## src/rtl/mem_protect_unit.sv

```systemverilog
// Memory protection unit: checks user-mode PC and data accesses against a reserved
// area and a programmable region table, and latches a registered fault report.
module mem_protect_unit #(
  parameter int                 ADDR_W       = 16,
  parameter int                 NUM_REGIONS  = 4,
  parameter logic [ADDR_W-1:0]  RESERVE_AREA = 16'h0100,
  localparam int                CFG_W        = (NUM_REGIONS > 1) ? $clog2(NUM_REGIONS) : 1
) (
  input  logic              clk,
  input  logic              rst_n,
  input  logic [1:0]        Mode,
  input  logic [ADDR_W-1:0] Current_PC,
  input  logic              J,
  input  logic              memre,
  input  logic              memwe,
  input  logic [ADDR_W-1:0] p0,
  input  logic              cfg_we,
  input  logic [CFG_W-1:0]  cfg_region,
  input  logic [1:0]        cfg_field,
  input  logic [ADDR_W-1:0] cfg_wdata,
  input  logic              fault_ack,
  output logic              Illegal_PC,
  output logic              Illegal_Memory,
  output logic              fault_req,
  output logic [1:0]        fault_cause,
  output logic [ADDR_W-1:0] fault_addr,
  output logic [7:0]        fault_count
);

  typedef enum logic {IDLE, PENDING} state_t;

  logic [ADDR_W-1:0] base_q  [NUM_REGIONS];
  logic [ADDR_W-1:0] limit_q [NUM_REGIONS];
  logic [2:0]        perm_q  [NUM_REGIONS];

  state_t            state_q, state_d;
  logic [1:0]        cause_q, cause_d;
  logic [ADDR_W-1:0] addr_q, addr_d;
  logic [7:0]        count_q, count_d;

  logic user, hit, r_ok, w_ok, violation;
  logic [1:0]        new_cause;
  logic [ADDR_W-1:0] new_addr;

  assign user = ~Mode[1] & Mode[0];

  // Lowest-index enabled region containing p0 decides the permissions.
  always_comb begin
    hit  = 1'b0;
    r_ok = 1'b0;
    w_ok = 1'b0;
    for (int i = 0; i < NUM_REGIONS; i++) begin
      if (!hit && perm_q[i][2] && (base_q[i] <= p0) && (p0 <= limit_q[i])) begin
        hit  = 1'b1;
        r_ok = perm_q[i][1];
        w_ok = perm_q[i][0];
      end
    end
  end

  assign Illegal_PC     = user & ~J & (Current_PC < RESERVE_AREA);
  assign Illegal_Memory = user & (memre | memwe) &
                          ((p0 < RESERVE_AREA) | (hit & memre & ~r_ok) | (hit & memwe & ~w_ok));
  assign violation      = Illegal_PC | Illegal_Memory;

  assign new_cause = Illegal_PC ? 2'b01 : (memwe ? 2'b11 : 2'b10);
  assign new_addr  = Illegal_PC ? Current_PC : p0;

  always_comb begin
    state_d = state_q;
    cause_d = cause_q;
    addr_d  = addr_q;
    case (state_q)
      IDLE: begin
        if (violation) begin
          state_d = PENDING;
          cause_d = new_cause;
          addr_d  = new_addr;
        end
      end
      PENDING: begin
        if (fault_ack) begin
          if (violation) begin
            cause_d = new_cause;
            addr_d  = new_addr;
          end else begin
            state_d = IDLE;
          end
        end
      end
      default: state_d = IDLE;
    endcase
  end

  assign count_d = (violation && (count_q != 8'hFF)) ? count_q + 8'd1 : count_q;

  always_ff @(posedge clk) begin
    if (!rst_n) begin
      state_q <= IDLE;
      cause_q <= '0;
      addr_q  <= '0;
      count_q <= '0;
      for (int i = 0; i < NUM_REGIONS; i++) begin
        base_q[i]  <= '0;
        limit_q[i] <= '0;
        perm_q[i]  <= '0;
      end
    end else begin
      state_q <= state_d;
      cause_q <= cause_d;
      addr_q  <= addr_d;
      count_q <= count_d;
      if (cfg_we && !user) begin
        for (int i = 0; i < NUM_REGIONS; i++) begin
          if (cfg_region == i[CFG_W-1:0]) begin
            case (cfg_field)
              2'd0:    base_q[i]  <= cfg_wdata;
              2'd1:    limit_q[i] <= cfg_wdata;
              2'd2:    perm_q[i]  <= cfg_wdata[2:0];
              default: ;
            endcase
          end
        end
      end
    end
  end

  assign fault_req   = (state_q == PENDING);
  assign fault_cause = cause_q;
  assign fault_addr  = addr_q;
  assign fault_count = count_q;

endmodule

```

## config.mk

```make
export PLATFORM = sky130hd
export DESIGN_NAME = mem_protect_unit
export DESIGN_NICKNAME = d
export VERILOG_FILES = /design/src/rtl/mem_protect_unit.sv
export SDC_FILE = /design/constraint.sdc
export NUM_CORES = 1
export LEC_CHECK = 0
export CORE_MARGIN = 8
export CORE_UTILIZATION = 40
export CTS_CLUSTER_DIAMETER = 40
export CTS_CLUSTER_SIZE = 12
export DETAILED_ROUTE_END_ITERATION = 7
export GPL_TIMING_DRIVEN = 0
export HOLD_SLACK_MARGIN = 0.08
export PLACE_DENSITY = 0.65
export SETUP_SLACK_MARGIN = 0.5
export SYNTH_ARGS = -nofsm -noshare
export SYNTH_HDL_FRONTEND = slang
export SYNTH_SLANG_ARGS = --single-unit
```

## constraint.sdc

```tcl
create_clock -name clk -period 2.75 [get_ports clk]
set_input_delay 0.4125 -clock clk [delete_from_list [all_inputs] [get_ports clk]]
set_output_delay 0.4125 -clock clk [all_outputs]
set_load 0.05 [all_outputs]
```

# == After elaboration in Yosys (flattened, before gate mapping) ==
# Memory sizes are Yosys's and may differ from the RTL's.
# Cells that the tools add are included.
# classes
muxes,88
shifts,0
add_sub_neg,1
eq_ne,7
magnitude_cmp,10
bitwise,30
multipliers,0
reduce_logical,19
div,0
# op_table
operator,count
2-to-1 mux 16 bit,11
less-or-equal comparator 16 bit,8
2-to-1 mux 1 bit,67
< comparator 16 x 9 -> 1 bit (second input constant),2
one-hot mux 16 bit (2 select lines),1
OR 1 bit,16
logical AND 1 bit,13
2-to-1 mux 3 bit,4
bitwise AND 1 bit,9
adder 8 x 1 -> 8 bit (second input constant),1
!= test 8 bit (second input constant),1
== test 2 bit (second input constant),3
2-to-1 mux 2 bit,3
NOT 1 bit,5
== test 2 x 1 -> 1 bit (second input constant),2
logical NOT 1 bit,4
logical NOT 2 bit,2
one-hot mux 2 bit (2 select lines),1
!= test 2 bit (second input constant),1
one-hot mux 1 bit (2 select lines),1
# word_totals
mem_count,3
out_inout_bits,29
ram_bits,140
register_bits,27
in_bits,61
latch_bits,0
mem_bits_ro,0
wordCells,162
# memory_table
memory,words,width,read_ports,rd_clocked_by_memory_dff,write_ports,line,text
base_q,4,16,4,0,4,32,logic [ADDR_W-1:0] base_q [NUM_REGIONS];
limit_q,4,16,4,0,4,33,logic [ADDR_W-1:0] limit_q [NUM_REGIONS];
perm_q,4,3,4,0,4,34,logic [2:0] perm_q [NUM_REGIONS];

# == Longest topological paths before layout ==
# Gate-level depths: netlist of the first run.
# depth
ltp_word,28
depth_mapped,13
mapped_depth_nobuf,11

# == Worst setup path after synthesis of the first run ==
# No wires, ideal clock.
# synth_timing
path_type,input to register
from,in p0[15]
to,reg count_q[7] (netlist: fault_count[7])
path_slack_ns,-0.204
cell_stages,13
t_arrival_ns,2.810
n_path_buf,2
cell_sequence,inv_1 ha_1 nand4_1 nor4_1 a21boi_1 o31ai_1 o22a_1 nor4b_2 nor4_2 buf_6 buf_8 o311ai_1 o41ai_1
# synth_via
elab_chain_len,26
elab_cells_between_ends,46
cone_classes,9 x order compare; 12 x mux; 10 x bitwise; 15 x reduce/logical
# synth_rtl
item,line,text
from (decl),16,"input logic [ADDR_W-1:0] p0,"
less-or-equal comparator 16 bit,53,if (!hit && perm_q[i][2] && (base_q[i] <= p0) && (p0 <= limit_q[i])) begin
logical AND 1 bit (2 in a row),53,
2-to-1 mux 1 bit,53,
logical NOT 1 bit,53,
logical AND 1 bit (3 in a row),53,
2-to-1 mux 1 bit,53,
logical NOT 1 bit,53,
logical AND 1 bit (3 in a row),53,
[... 5 more ...],-,
2-to-1 mux 1 bit,53,
bitwise AND 1 bit / NOT 1 bit (equally long branches),63,((p0 < RESERVE_AREA) | (hit & memre & ~r_ok) | (hit & memwe & ~w_ok));
bitwise AND 1 bit,63,
OR 1 bit,63,
OR 1 bit (*),63,
bitwise AND 1 bit (*),62,assign Illegal_Memory = user & (memre | memwe) &
OR 1 bit (*),64,assign violation = Illegal_PC | Illegal_Memory;
logical AND 1 bit (*),95,assign count_d = (violation && (count_q != 8'hFF)) ? count_q + 8'd1 : count_q;
to (signal assigned),112,count_q <= count_d;
to (decl),39,"logic [7:0] count_q, count_d;"
# Mark *: on every way between the ends. The rest lies on a longest branch, timed or not.
# A chain may end at the register's enable or synchronous reset.

==> results.sh, run 1 <==
export IMPL_fillerInstances=2126
export IMPL_cts_root_buf="clkbuf_16"
export IMPL_syn_nets=1115
export IMPL_die_x_um=173.2
export IMPL_switching_share=0.2736
export IMPL_core_area_um2=24320
export IMPL_yosys_warnings=0
export IMPL_cp_end_kind="output port"
export IMPL_cts_hold_buf=0
export IMPL_cts_sinks=167
export IMPL_via_per_inst=5.268
export IMPL_track_usage=0.1690
export IMPL_synth_flop_cell="edfxtp_1"
export IMPL_chipHeight_um=173.2
export IMPL_routedWlPerCell_um=17.98
export IMPL_async_reset_ff_frac=0
export IMPL_synth_fa_ha_area_frac=0.1634
export IMPL_synth_xor_area_share=0
export IMPL_drtIter0Drc=393
export IMPL_p_clk_frac=0.369
export IMPL_area_delta_synth_final_pct=27.54
export IMPL_hpwlAfterDp_mm=18.99
export IMPL_synthMuxAreaShare=0.006080
export IMPL_grt_pass1_vias=7663
export IMPL_dr_pass1_iters=6
export IMPL_postSynthCellCount=925
export IMPL_cp_required_ns=2.34
export IMPL_fin_crit_sh=1.246
export IMPL_grt_max_degree=17
export IMPL_gp_congestion=0.8556
export IMPL_skew_ns=0.01247
export IMPL_post_place_ws_ns=-1.991
export IMPL_pwr_share_seq=0.466
export IMPL_power_density_nw_per_um2=498.9
export IMPL_cellInternalPower_mw=4.566
export IMPL_synth_area_um2=9878
export IMPL_portBuffers=88
export IMPL_final_hold_viol_count=0
export IMPL_clkLatencyLatePin_ns=0.44
export IMPL_ant_nets=0
export IMPL_synth_edf_count=140
export IMPL_violations="setup timing"
export IMPL_max_cap_viol_count=0
export IMPL_cts_made_buffers=17
export IMPL_grt_antenna_before_repair=0
export IMPL_tightest_slew_ns=0.8358
export IMPL_p_leak_nw=5.042
export IMPL_syn_area_per_cell_um2=10.68
export IMPL_drc=0
export IMPL_finalSetupViolCount=28
export IMPL_cts_max_level=4
export IMPL_synth_top_area_frac=0.4256
export IMPL_drv_slew=0
export IMPL_start_util=0.4062
export IMPL_synthTopCellsByArea="edfxtp_1, ha_1, and2_1, dfxtp_1, inv_1"
export IMPL_period_needed_ns=3.427
export IMPL_yosysTopAreaCell="edfxtp_1"
export IMPL_clk_path_buf_depth=2
export IMPL_synth_top_family_by_area="simple AND/OR/NAND/NOR gates"
export IMPL_hp_class="in2reg"
export IMPL_status="finished, violations left"
export IMPL_rows=57
export IMPL_clk_pin_slew_ns=0.07
export IMPL_synth_cell_types=61
export IMPL_cp_arrival_ns=3.01
export IMPL_cts_tree="built"
export IMPL_nets=1254
export IMPL_grt_first_pass_wirelength_mm=40.10
export IMPL_criticalPathCategory="reg2out"
export IMPL_drive_gt1_frac=0.1569
export IMPL_slew_headroom=0.4427
export IMPL_crit_path_start_kind="flop"
export IMPL_ios=90
export IMPL_design_die_area_um2=29980
export IMPL_crit_path_max_fanout=2
export IMPL_ir_worst_vdd_uv=327.2
export IMPL_n_antenna_cell=0
export IMPL_synth_seq_cells=167
export IMPL_synth_compound_area_share=0.1116
export IMPL_comb_power_share=0.166
export IMPL_seq_area_frac_synth=0.4803
export IMPL_setup_slack_ns=-0.6772
export IMPL_synthSimpleGateAreaFrac=0.1906
export IMPL_gr_total_overflow=0
export IMPL_rsz0062_at_grt="true"
export IMPL_vias=7380
export IMPL_power_switching_mw=1.720
export IMPL_wl_mm=25.19
export IMPL_setup_tns_ns=-14.70
export IMPL_fmax_mhz=291.8
==> worst paths after layout <==
path | start | endpoint | slack, ns | cells after the start
setup reg to reg | limit_q[3][11] | fault_addr[7] | -0.59 | 14
setup / recovery | limit_q[3][11] | Illegal_Memory | -0.68 | 10
hold reg to reg | fault_addr[15] | fault_addr[15] | 0.46 | 2
hold / removal | p0[14] | fault_addr[14] | 0.35 | 3
==> per-layer routing <==
metal / wire length, µm / up-vias / track usage / share of wire
li1: - / 3619 / - / -
met1: 10970 / 3539 / 0.2012 / 0.44
met2: 12350 / 173 / 0.2927 / 0.49
met3: 1065 / 49 / 0.03529 / 0.042
met4: 800 / 0 / 0.07007 / 0.032
met5: 0 / - / 0 / 0
==> Yosys cell counts (7+ instances only) <==
cell type / count
o21ai_0: 38
or3_1: 7
a211o_1: 10
and2_1: 141
nand4_1: 29
inv_1: 91
nand3_1: 18
dfxtp_1: 27
nand2b_1: 9
o21ai_1: 7
o211ai_1: 11
a21oi_1: 63
clkbuf_1: 19
ha_1: 129
nand2_1: 52
nor2b_1: 12
edfxtp_1: 140
nor2_1: 27
==> power groups by stage <==
stage	Combinational [mW]	Clock (mW)	Sequential, mW
2_1_floorplan	0.502	0	3.02
3_3_place_gp	0.876	0	2.98
3_5_place_dp	0.903	0	2.98
4_1_cts	1.01	2.34	2.93
5_1_grt	1.17	2.44	2.94
6_report	1.04	2.32	2.93
==> final cells by class <==
cell class	instances	area, µm²	area share
well taps	324	405.4	0.03218
clock inverters	14	123.9	0.009832
inverters	92	356.6	0.02830
flip-flops and latches	167	4745	0.3766
repair buffers	120	1237	0.09822
multi-input cells	641	5155	0.4092
clock buffers	18	429.2	0.03407
plain buffers	25	146.4	0.01162
==> cell families (layout without fill, tap and decap cells) <==
logic type,count (synthesis),after routing
simple gates,330,330
compound gates,176,176
flops,167,167
fa+ha+maj,129,129
buf+inv,117,269
mux,6,6
==> per-stage QoR <==
stage	utilization	total power, mW	hold slack (ns)	instances	cell area, µm²
after detailed placement	0.4611	3.886	0.4558	1337	11210
after floorplan	-	3.519	0.5663	925	9923
after global routing	0.5180	6.546	0.3619	1401	12600
after CTS	0.5083	6.282	0.3415	1394	12360
final	0.5180	6.286	0.3498	1401	12600
after global placement	0.4609	3.852	0.4441	1337	11210
==> critical path, stage by stage (launching register included) <==
cell and delay [ns]:
edfxtp_1 0.37, inv_1 0.07, ha_1 0.23, a22o_1 0.23, o41ai_1 0.54, a32o_1 0.29
o21ai_0 0.14, nor4b_4 0.40, nor3_4 0.07, inv_2 0.09, buf_8 0.14
==> registers in the layout, summed over array words and instances (netlist names) <==
name	cells
base_q	64
fault_count	8
limit_q	64
fault_req	1
fault_cause	2
fault_addr	16
perm_q	12
==> what timing repair did <==
action	4_1_cts	5_1_grt
setup endpoints to repair	237	134
pin swaps	36	19
cloned	4	0
setup buffers	21	7
gates resized for setup	159	38
==> layout by cell type (no fill, tap or decap), types with 12 or more instances in the layout <==
master	synthesis	layout
dfxtp_1	27	27
buf_4	0	19
nand3_1	18	17
edfxtp_1	140	140
clkdlybuf4s50_1	0	69
nand2_1	52	52
a21oi_1	63	59
nor2_1	27	21
inv_1	91	80
o21ai_0	38	23
clkbuf_16	0	17
nand4_1	29	29
ha_1	129	121
nor2b_1	12	12
and2_1	141	141
clkbuf_1	19	16
Power figures use the tool's default switching activity.
==> run 2, diff against run 1 <==
--- a/config.mk
+++ b/config.mk
@@ -6,13 +6,12 @@
 export NUM_CORES = 1
 export LEC_CHECK = 0
 export CORE_MARGIN = 8
-export CORE_UTILIZATION = 40
+export CORE_UTILIZATION = 45
 export CTS_CLUSTER_DIAMETER = 40
 export CTS_CLUSTER_SIZE = 12
 export DETAILED_ROUTE_END_ITERATION = 7
-export GPL_TIMING_DRIVEN = 0
 export HOLD_SLACK_MARGIN = 0.08
-export PLACE_DENSITY = 0.65
+export PLACE_DENSITY = 0.71
 export SETUP_SLACK_MARGIN = 0.5
 export SYNTH_ARGS = -nofsm -noshare
 export SYNTH_HDL_FRONTEND = slang
==> run 2 against run 1 <==
  * The run still ends with setup timing left
  * Cell count increased by 1.4%
  * Maximum frequency increased by 0.25%
  * Worst hold slack gained 0.056 ns
  * Register-to-register slack improved by 0.03 ns
  * Die area fell by 10%
  * Flip-flop and latch count stayed put
  * Clock power grew 3%
  * Combinational power grew 11%
  * Critical path type unchanged
  * Critical endpoint unchanged
  * Largest cell class unchanged
  * Largest power group unchanged
  * Highest routed layer unchanged
==> results.sh, run 2 (same netlist as run 1, synthesis figures left out) <==
export IMPL_status="finished, violations left"
export IMPL_violations="setup timing"
export IMPL_skew_ns=0.01491
export IMPL_routedWlPerCell_um=19.16
export IMPL_cts_made_buffers=17
export IMPL_postLayoutCoreUtil=0.5983
export IMPL_hpwlAfterDp_mm=20.50
export IMPL_drv_slew=0
export IMPL_cp_end_kind="output port"
export IMPL_cp_arrival_ns=3.01
export IMPL_cts_sinks=167
export IMPL_setup_slack_ns=-0.6686
export IMPL_grt_antenna_before_repair=0
export IMPL_cts_max_level=4
export IMPL_drc=0
export IMPL_tightest_slew_ns=0.6106
export IMPL_gp_congestion=0.9394
export IMPL_hold_worst_slack_ns=0.4053
export IMPL_rsz0062_at_grt="true"
export IMPL_ios=90
export IMPL_grt_pass1_vias=7823
export IMPL_drive_gt1_frac=0.2095
export IMPL_slew_headroom=0.5886
export IMPL_nets=1318
export IMPL_ir_worst_vdd_uv=421.7
export IMPL_n_antenna_cell=0
export IMPL_clkLatencyLatePin_ns=0.44
export IMPL_drtIter0Drc=535
export IMPL_finish_instance_area_um2=12980
export IMPL_die_x_um=164.2
export IMPL_vias=7725
export IMPL_placed_cell_area_um2=11890
export IMPL_area_delta_synth_final_pct=31.36
export IMPL_grt_max_degree=28
export IMPL_track_usage=0.2025
export IMPL_design_die_area_um2=26950
export IMPL_fin_crit_sh=1.243
export IMPL_cts_root_buf="clkbuf_16"
export IMPL_setup_tns_ns=-13.96
export IMPL_grt_first_pass_wirelength_mm=41.48
export IMPL_portBuffers=89
export IMPL_crit_path_max_fanout=3
export IMPL_clk_pin_slew_ns=0.07
export IMPL_start_util=0.4555
export IMPL_finalSetupViolCount=28
export IMPL_period_needed_ns=3.419
export IMPL_criticalPathCategory="reg2out"
export IMPL_fmax_mhz=292.5
export IMPL_hp_class="in2reg"
export IMPL_cp_required_ns=2.34
export IMPL_final_hold_viol_count=0
export IMPL_mostFrequentLayoutCells="and2_1, edfxtp_1, ha_1, buf_4, inv_1"
export IMPL_power_density_nw_per_um2=498.6
export IMPL_cts_hold_buf=0
export IMPL_p_leak_nw=5.414
export IMPL_wl_mm=27.23
export IMPL_crit_path_start_kind="flop"
export IMPL_via_per_inst=5.436
export IMPL_max_cap_viol_count=0
export IMPL_final_common_cell="and2_1"
export IMPL_rows=54
export IMPL_cts_tree="built"
export IMPL_clk_path_buf_depth=2
export IMPL_ant_nets=0
export IMPL_fillerInstances=1731
export IMPL_gr_total_overflow=0
export IMPL_dr_pass1_iters=5
export IMPL_chipHeight_um=164.2
export IMPL_core_area_um2=21690
==> run 2: cell count changes in the layout (fill, tap and decap cells not counted), moves of 7 or more <==
cell             previous run  this run
clkbuf_1                   16         1
dlygate4sd2_1               0         9
clkdlybuf4s15_2             8         1
buf_4                      19        99
==> run 2: area by class of cell <==
type | instances | area [µm²] | area share
clock buffers | 21 | 493.0 | 0.03799
clock inverters | 11 | 93.84 | 0.007232
inverters | 92 | 347.8 | 0.02681
multi-input cells | 641 | 5025 | 0.3872
flip-flops and latches | 167 | 4745 | 0.3656
well taps | 280 | 350.3 | 0.02700
repair buffers | 209 | 1922 | 0.1481
==> run 2: metal layers <==
| layer | share of wire | up-vias | GRT usage |
|---|---|---|---|
| met4 | 0.033 | 0 | 0.09008 |
| met3 | 0.069 | 58 | 0.04511 |
| li1 | - | 3754 | - |
| met2 | 0.48 | 244 | 0.3391 |
| met1 | 0.42 | 3669 | 0.2458 |
| met5 | 0 | - | 0 |
==> run 2: worst max-delay path: stages (launching register included) <==
cell and delay [ns]:
edfxtp_1 0.32, inv_1 0.06, ha_4 0.27, nand4_1 0.17
nor4_2 0.32, a21boi_2 0.19, o31a_1 0.24, nor3b_2 0.08
o311a_1 0.39, nor3_2 0.18, buf_4 0.17, inv_4 0.04
buf_12 0.14
==> run 2: final timing paths <==
path                        from              to  slack (ns)  depth (start not counted)
hold / removal            p0[14]  fault_addr[14]        0.41                          4
hold reg to reg   fault_addr[12]  fault_addr[12]        0.46                          2
setup reg to reg   limit_q[1][9]   fault_addr[0]       -0.56                         16
setup / recovery   limit_q[1][9]  Illegal_Memory       -0.67                         12
==> run 2: repair_timing <==
action	4_1_cts	5_1_grt
cloned	0	4
pin swaps	30	27
buffers inserted	5	5
hold endpoints to repair	0	0
endpoints found under the setup margin	29	29
resized for setup	66	57
==> run 2: metrics by stage <==
step,power (mW),std cells,setup WS [ns]
2_1_floorplan,3.519,925,-0.1084
3_3_place_gp,4.005,1375,-1.157
3_5_place_dp,4.033,1375,-1.168
4_1_cts,6.431,1412,-0.7182
5_1_grt,6.725,1421,-0.7890
6_report,6.470,1421,-0.6686
==> run 2: power breakdown <==
part | total [mW] | switching [mW] | internal, mW | leakage (nW)
Combinational | 1.15 | 0.635 | 0.520 | 3.57
Sequential | 2.93 | 0.0575 | 2.88 | 1.56
Clock | 2.38 | 1.07 | 1.32 | 0.293
